File: src/rtl/fp_mul_arbiter.sv
// fp_mul_arbiter: one shared FP_Multiplier serving NREQ valid/ready requesters.
// Grants are round-robin and one transaction is in flight at a time. The
// product is registered and held, tagged with the winning requester's index,
// until the downstream side accepts it.
// Build option: define FP_MUL_ARB_FIXED_PRIO_EN to replace round-robin with
// fixed priority (lowest index always wins, no rotating pointer).
// Also holds FP_Multiplier: combinational IEEE-754 multiplier, round to
// nearest even, subnormals flushed to zero.

module FP_Multiplier #(
    parameter int N  = 32,
    parameter int EW = (N == 64) ? 11 : ((N == 16) ? 5 : 8)
) (
    input  logic [N-1:0] A,
    input  logic [N-1:0] B,
    output logic [N-1:0] Result
);
    localparam int MW   = N - 1 - EW;
    localparam int BIAS = (2 ** (EW - 1)) - 1;
    localparam int EMAX = (2 ** EW) - 1;

    logic          sign;
    logic [EW-1:0] ea, eb;
    logic [MW:0]   ma, mb;
    logic [2*MW+1:0] prod;
    logic [MW-1:0] mant;
    logic [MW:0]   mant_r;
    logic          guard, sticky, rnd;
    logic          a_nan, b_nan, a_inf, b_inf, a_zero, b_zero;
    int            e;

    // Unpack, multiply significands, normalise one place, round, then
    // override with the special-value results.
    always_comb begin
        sign   = A[N-1] ^ B[N-1];
        ea     = A[N-2:MW];
        eb     = B[N-2:MW];
        ma     = {1'b1, A[MW-1:0]};
        mb     = {1'b1, B[MW-1:0]};
        a_nan  = (ea == {EW{1'b1}}) && (A[MW-1:0] != '0);
        b_nan  = (eb == {EW{1'b1}}) && (B[MW-1:0] != '0);
        a_inf  = (ea == {EW{1'b1}}) && (A[MW-1:0] == '0);
        b_inf  = (eb == {EW{1'b1}}) && (B[MW-1:0] == '0);
        a_zero = (ea == '0);
        b_zero = (eb == '0);
        prod   = ma * mb;
        // Product of two [1,2) significands lies in [1,4): the top bit picks the shift.
        mant   = prod[2*MW+1] ? prod[2*MW:MW+1] : prod[2*MW-1:MW];
        guard  = prod[2*MW+1] ? prod[MW] : prod[MW-1];
        sticky = prod[2*MW+1] ? (|prod[MW-1:0]) : (|prod[MW-2:0]);
        rnd    = guard && (sticky || mant[0]);
        mant_r = {1'b0, mant} + {{MW{1'b0}}, rnd};
        e      = int'(ea) + int'(eb) - BIAS + (prod[2*MW+1] ? 1 : 0) + (mant_r[MW] ? 1 : 0);
        if (a_nan || b_nan || (a_inf && b_zero) || (b_inf && a_zero))
            Result = {1'b0, {EW{1'b1}}, 1'b1, {(MW-1){1'b0}}};
        else if (a_inf || b_inf)
            Result = {sign, {EW{1'b1}}, {MW{1'b0}}};
        else if (a_zero || b_zero || e <= 0)
            Result = {sign, {(N-1){1'b0}}};
        else if (e >= EMAX)
            Result = {sign, {EW{1'b1}}, {MW{1'b0}}};
        else
            Result = {sign, EW'(e), mant_r[MW-1:0]};
    end
endmodule

module fp_mul_arbiter #(
    parameter int N    = 32,
    parameter int NREQ = 4,
    parameter int IDW  = $clog2(NREQ)
) (
    input  logic                clk,
    input  logic                rst,
    input  logic [NREQ-1:0]     req_valid,
    output logic [NREQ-1:0]     req_ready,
    input  logic [NREQ*N-1:0]   req_a,
    input  logic [NREQ*N-1:0]   req_b,
    output logic                out_valid,
    input  logic                out_ready,
    output logic [N-1:0]        out_result,
    output logic [IDW-1:0]      out_id
);
    typedef enum logic [1:0] {IDLE, MUL, HOLD} state_t;

    state_t          state, state_nxt;
    logic [N-1:0]    op_a, op_b, mul_res;
    logic [IDW-1:0]  id_q;
    logic            gnt_any;
    logic [IDW-1:0]  gnt_id, cand;
    logic            xfer;

    FP_Multiplier #(.N(N)) u_mul (
        .A      (op_a),
        .B      (op_b),
        .Result (mul_res)
    );

`ifdef FP_MUL_ARB_FIXED_PRIO_EN
    // Fixed priority: lowest valid index wins.
    always_comb begin
        gnt_any = 1'b0;
        gnt_id  = '0;
        cand    = '0;
        for (int k = 0; k < NREQ; k++) begin
            cand = IDW'(k);
            if (!gnt_any && req_valid[cand]) begin
                gnt_any = 1'b1;
                gnt_id  = cand;
            end
        end
    end
`else
    logic [IDW-1:0] ptr;

    // Round-robin: search from ptr+1 upward, wrapping; first valid wins.
    always_comb begin
        gnt_any = 1'b0;
        gnt_id  = '0;
        cand    = '0;
        for (int k = 1; k <= NREQ; k++) begin
            cand = IDW'((int'(ptr) + k) % NREQ);
            if (!gnt_any && req_valid[cand]) begin
                gnt_any = 1'b1;
                gnt_id  = cand;
            end
        end
    end

    // Pointer moves only on an accepted transfer; reset gives requester 0 first turn.
    always_ff @(posedge clk) begin
        if (rst)
            ptr <= IDW'(NREQ - 1);
        else if (xfer)
            ptr <= gnt_id;
    end
`endif

    assign xfer      = (state == IDLE) && gnt_any;
    assign out_valid = (state == HOLD);

    // State register.
    always_ff @(posedge clk) begin
        if (rst)
            state <= IDLE;
        else
            state <= state_nxt;
    end

    // Next state and per-requester accept.
    always_comb begin
        state_nxt = state;
        req_ready = '0;
        case (state)
            IDLE: begin
                if (gnt_any) begin
                    req_ready[gnt_id] = 1'b1;
                    state_nxt         = MUL;
                end
            end
            MUL:     state_nxt = HOLD;
            HOLD:    if (out_ready) state_nxt = IDLE;
            default: state_nxt = IDLE;
        endcase
    end

    // Operand capture on grant; product and tag captured after one settling cycle.
    always_ff @(posedge clk) begin
        if (rst) begin
            op_a       <= '0;
            op_b       <= '0;
            id_q       <= '0;
            out_result <= '0;
            out_id     <= '0;
        end else begin
            if (xfer) begin
                op_a <= req_a[gnt_id*N +: N];
                op_b <= req_b[gnt_id*N +: N];
                id_q <= gnt_id;
            end
            if (state == MUL) begin
                out_result <= mul_res;
                out_id     <= id_q;
            end
        end
    end
endmodule

File: config.mk
export PLATFORM = sky130hd
export DESIGN_NAME = fp_mul_arbiter
export DESIGN_NICKNAME = d
export VERILOG_FILES = /design/src/rtl/fp_mul_arbiter.sv
export SDC_FILE = /design/constraint.sdc
export NUM_CORES = 2
export LEC_CHECK = 0
export ABC_AREA = 1
export CAP_MARGIN = 15
export CORE_ASPECT_RATIO = 0.8
export CORE_MARGIN = 3
export CORE_UTILIZATION = 40
export DETAILED_ROUTE_END_ITERATION = 6
export SLEW_MARGIN = 20
export SYNTH_ARGS = -nofsm -noshare
export SYNTH_HDL_FRONTEND = slang
export SYNTH_SLANG_ARGS = --single-unit
File: constraint.sdc
create_clock -name clk -period 8.45 [get_ports clk]
set_input_delay 0.845 -clock clk [delete_from_list [all_inputs] [get_ports clk]]
set_output_delay 0.845 -clock clk [all_outputs]
set_load 0.02 [all_outputs]
==> reports/results.ini <==
[run_status]
outcome=finished with violations
violations=negative setup slack

[timing]
min_period_over_period_pct=108.6
hold_violations=0
setup_viol=31
drv_slew=0
setup_ws_ns=-0.7268
worstMarginPinSlew_ns=0.9860
min_period_ns=9.177
fin_setup_tns_ns=-21.02
slew_headroom_pct=34.10
rsz0062_at_grt=yes
fmax_mhz=109.0
fin_hold_ws_ns=0.4623
clock_skew_ns=0.01608

[synthesis]
synth_top_area_share_pct=33.40
synth_compound_area_share_pct=7.579
synthCells=4293
synth_edf_count=0
synth.area.mux_share_pct=0.03451
synthesis.area_um2=29010
ys_warn_count=0
yosysTopAreaCell=fa_1
synth_adder_area_share_pct=41.51
synth_nets=5228
synth_area_leaders=fa_1 (33%), nand2_1 (15%), inv_1 (14%)
synth_top_family_by_area=adder cells
synthArstFlopShare_pct=0
synth-simple-area-share_pct=25.38
synth_ff_type=dfxtp_1
synth-xor-area-share_pct=0.9360
synth-seq-area-share_pct=7.177
yosysUniqueCellTypes=52
avgSynthCellArea_um2=6.757
ys_ff_latch=104

[critical_path]
ff2ff_path_depth=52
arrival_ns=9.49
rr_endpoint=out_result[15]$_SDFFE_PP0N_
rr_startpoint=op_a[10]$_SDFFE_PP0P_
cp_num_cells=52
critPathSlowestCell=fa_1
cp-end-kind=register
ff2ff_setup_slack_ns=-0.73
critPathMaxFanout=8
required_ns=8.77
path_buf_inv=13
path_class=register to register
critPathTopFamily=adder cells
max_stage_delay_ns=0.53
startpoint_type=register

[die]
die-area_um2=75810
fp.dieH_um=246.9
ios=302
core_um2=71190
rows=87
start_util_pct=40.75
die_x_um=307.1

[global_route]
grt_pass1_vias=28180
grt_pass1_wl_mm=148.4
gr-total-overflow=0
grt_start_max_net_pins=86
grt_usage_pct=24.63
antenna_found_initial=1

[cells_and_area]
syn_to_final_growth_pct=29.50
nets=5793
regArea_um2=2158
multiInputGateArea_um2=22690
fillers=7135
drive_above_1_share_pct=15.71
final_common_cell=nand2_1
num_antenna_cells=0
layout_common_cells=nand2_1 (1096), inv_1 (1077), fa_1 (472)

[routing]
drc=0
drtIter0Drc=1941
wl_mm=91.95
vias_per_cell=4.798
ant_nets=0
vias=27810
wl_per_cell_um=15.86
first_pass_iters=5

[clock_network]
cts_hold_buf=0
cts_root_buf=clkbuf_16
h-tree-depth=3
max-clock-path-buffers=2
cts_buffers=9
clk_pin_slew_ns=0.08
cts_tree=yes
clk-insertion-delay-late_ns=0.39
clock-sinks=104

[placed_design]
port_buffers=301
gp_routability_congestion=0.9041
pre_cts_slack_ns=-0.9487
dp_hpwl_mm=78.16

[min_path]
hp-class=register to register
min_from=id_q[1]$_SDFFE_PP0P_
hold_path_depth=2
min_to=id_q[1]$_SDFFE_PP0P_

[run]
cap_violations=0

[metrics by stage]
step | utilization [%] | cells | area, um2
after CTS | 52.13 | 5773 | 37110
after detailed placement | 50.67 | 5724 | 36070
after global placement | 50.67 | 5724 | 36070
final | 52.77 | 5796 | 37560
after floorplan | - | 4293 | 29780
after global routing | 52.77 | 5796 | 37560
[cell type report]
cell class	count	share of cell area, %
multi-input combinational	2874	60.39
timing repair buffer	761	18.88
inverter	1108	11.08
sequential	104	5.746
tap	934	3.111
clock buffer	13	0.6928
clock inverter	2	0.1033
[cells by family after synthesis]
kind of cell,after synthesis
adder cells (fa/ha/maj),672
AO/OA/AOI/OAI,395
buffers and inverters,1316
multiplexers,1
flip-flops,104
AND/OR/NAND/NOR,1774
XOR/XNOR,31
[synth_stat cells, types with 22 or more instances]
master    count
nor2_2       23
nand4_1      33
nand3_1     112
nand2_2      24
a21oi_2      22
fa_1        484
a21oi_1      65
dfxtp_1     104
nand2_1    1140
ha_1        188
clkbuf_1    177
o21ai_0     212
inv_1      1092
nor2_1      365
o22ai_1      64
[worst min-delay path: stages (launching register included)]
cell	delay (ns)
dfxtp_1	0.31
nand2_1	0.06
a21oi_1	0.05
[worst max path at each step]
stage	start	to	slack, ns
4_1_cts	op_b[7]$_SDFFE_PP0P_	out_result[9]$_SDFFE_PP0N_	-0.64
3_3_place_gp	op_b[9]$_SDFFE_PP0P_	out_result[22]$_SDFFE_PP0N_	-0.86
6_report	op_a[10]$_SDFFE_PP0P_	out_result[15]$_SDFFE_PP0N_	-0.73
5_1_grt	op_b[6]$_SDFFE_PP0P_	out_result[9]$_SDFFE_PP0N_	-1.20
2_1_floorplan	op_a[13]$_SDFFE_PP0P_	out_result[13]$_SDFFE_PP0N_	-0.18
3_5_place_dp	op_b[5]$_SDFFE_PP0P_	out_result[9]$_SDFFE_PP0N_	-0.95
[flip-flops by register name, indices dropped and copies added (netlist names)]
register / flops
id_q: 2
op_a: 32
op_b: 32
out_id: 2
out_result: 32
ptr: 2
state: 2
[routing by layer]
layer | share of wire [%] | track usage, % | routed length (um) | up-vias
li1 | - | - | - | 13670
met1 | 45 | 33.69 | 41610 | 13230
met2 | 46 | 41.93 | 42350 | 845
met3 | 6.9 | 3.177 | 6342 | 70
met4 | 1.8 | 5.096 | 1651 | 0
met5 | 0 | 0 | 0 | -
[repair_timing]
item	4_1_cts	5_1_grt
resized for setup	127	62
buffers inserted	32	20
hold endpoints to repair	0	0
endpoints found under the setup margin	31	31
pin swaps	48	32
gates cloned	2	4
Power is not shown: default switching activity piles up to over one toggle a cycle in this logic, so the estimate is an artifact.
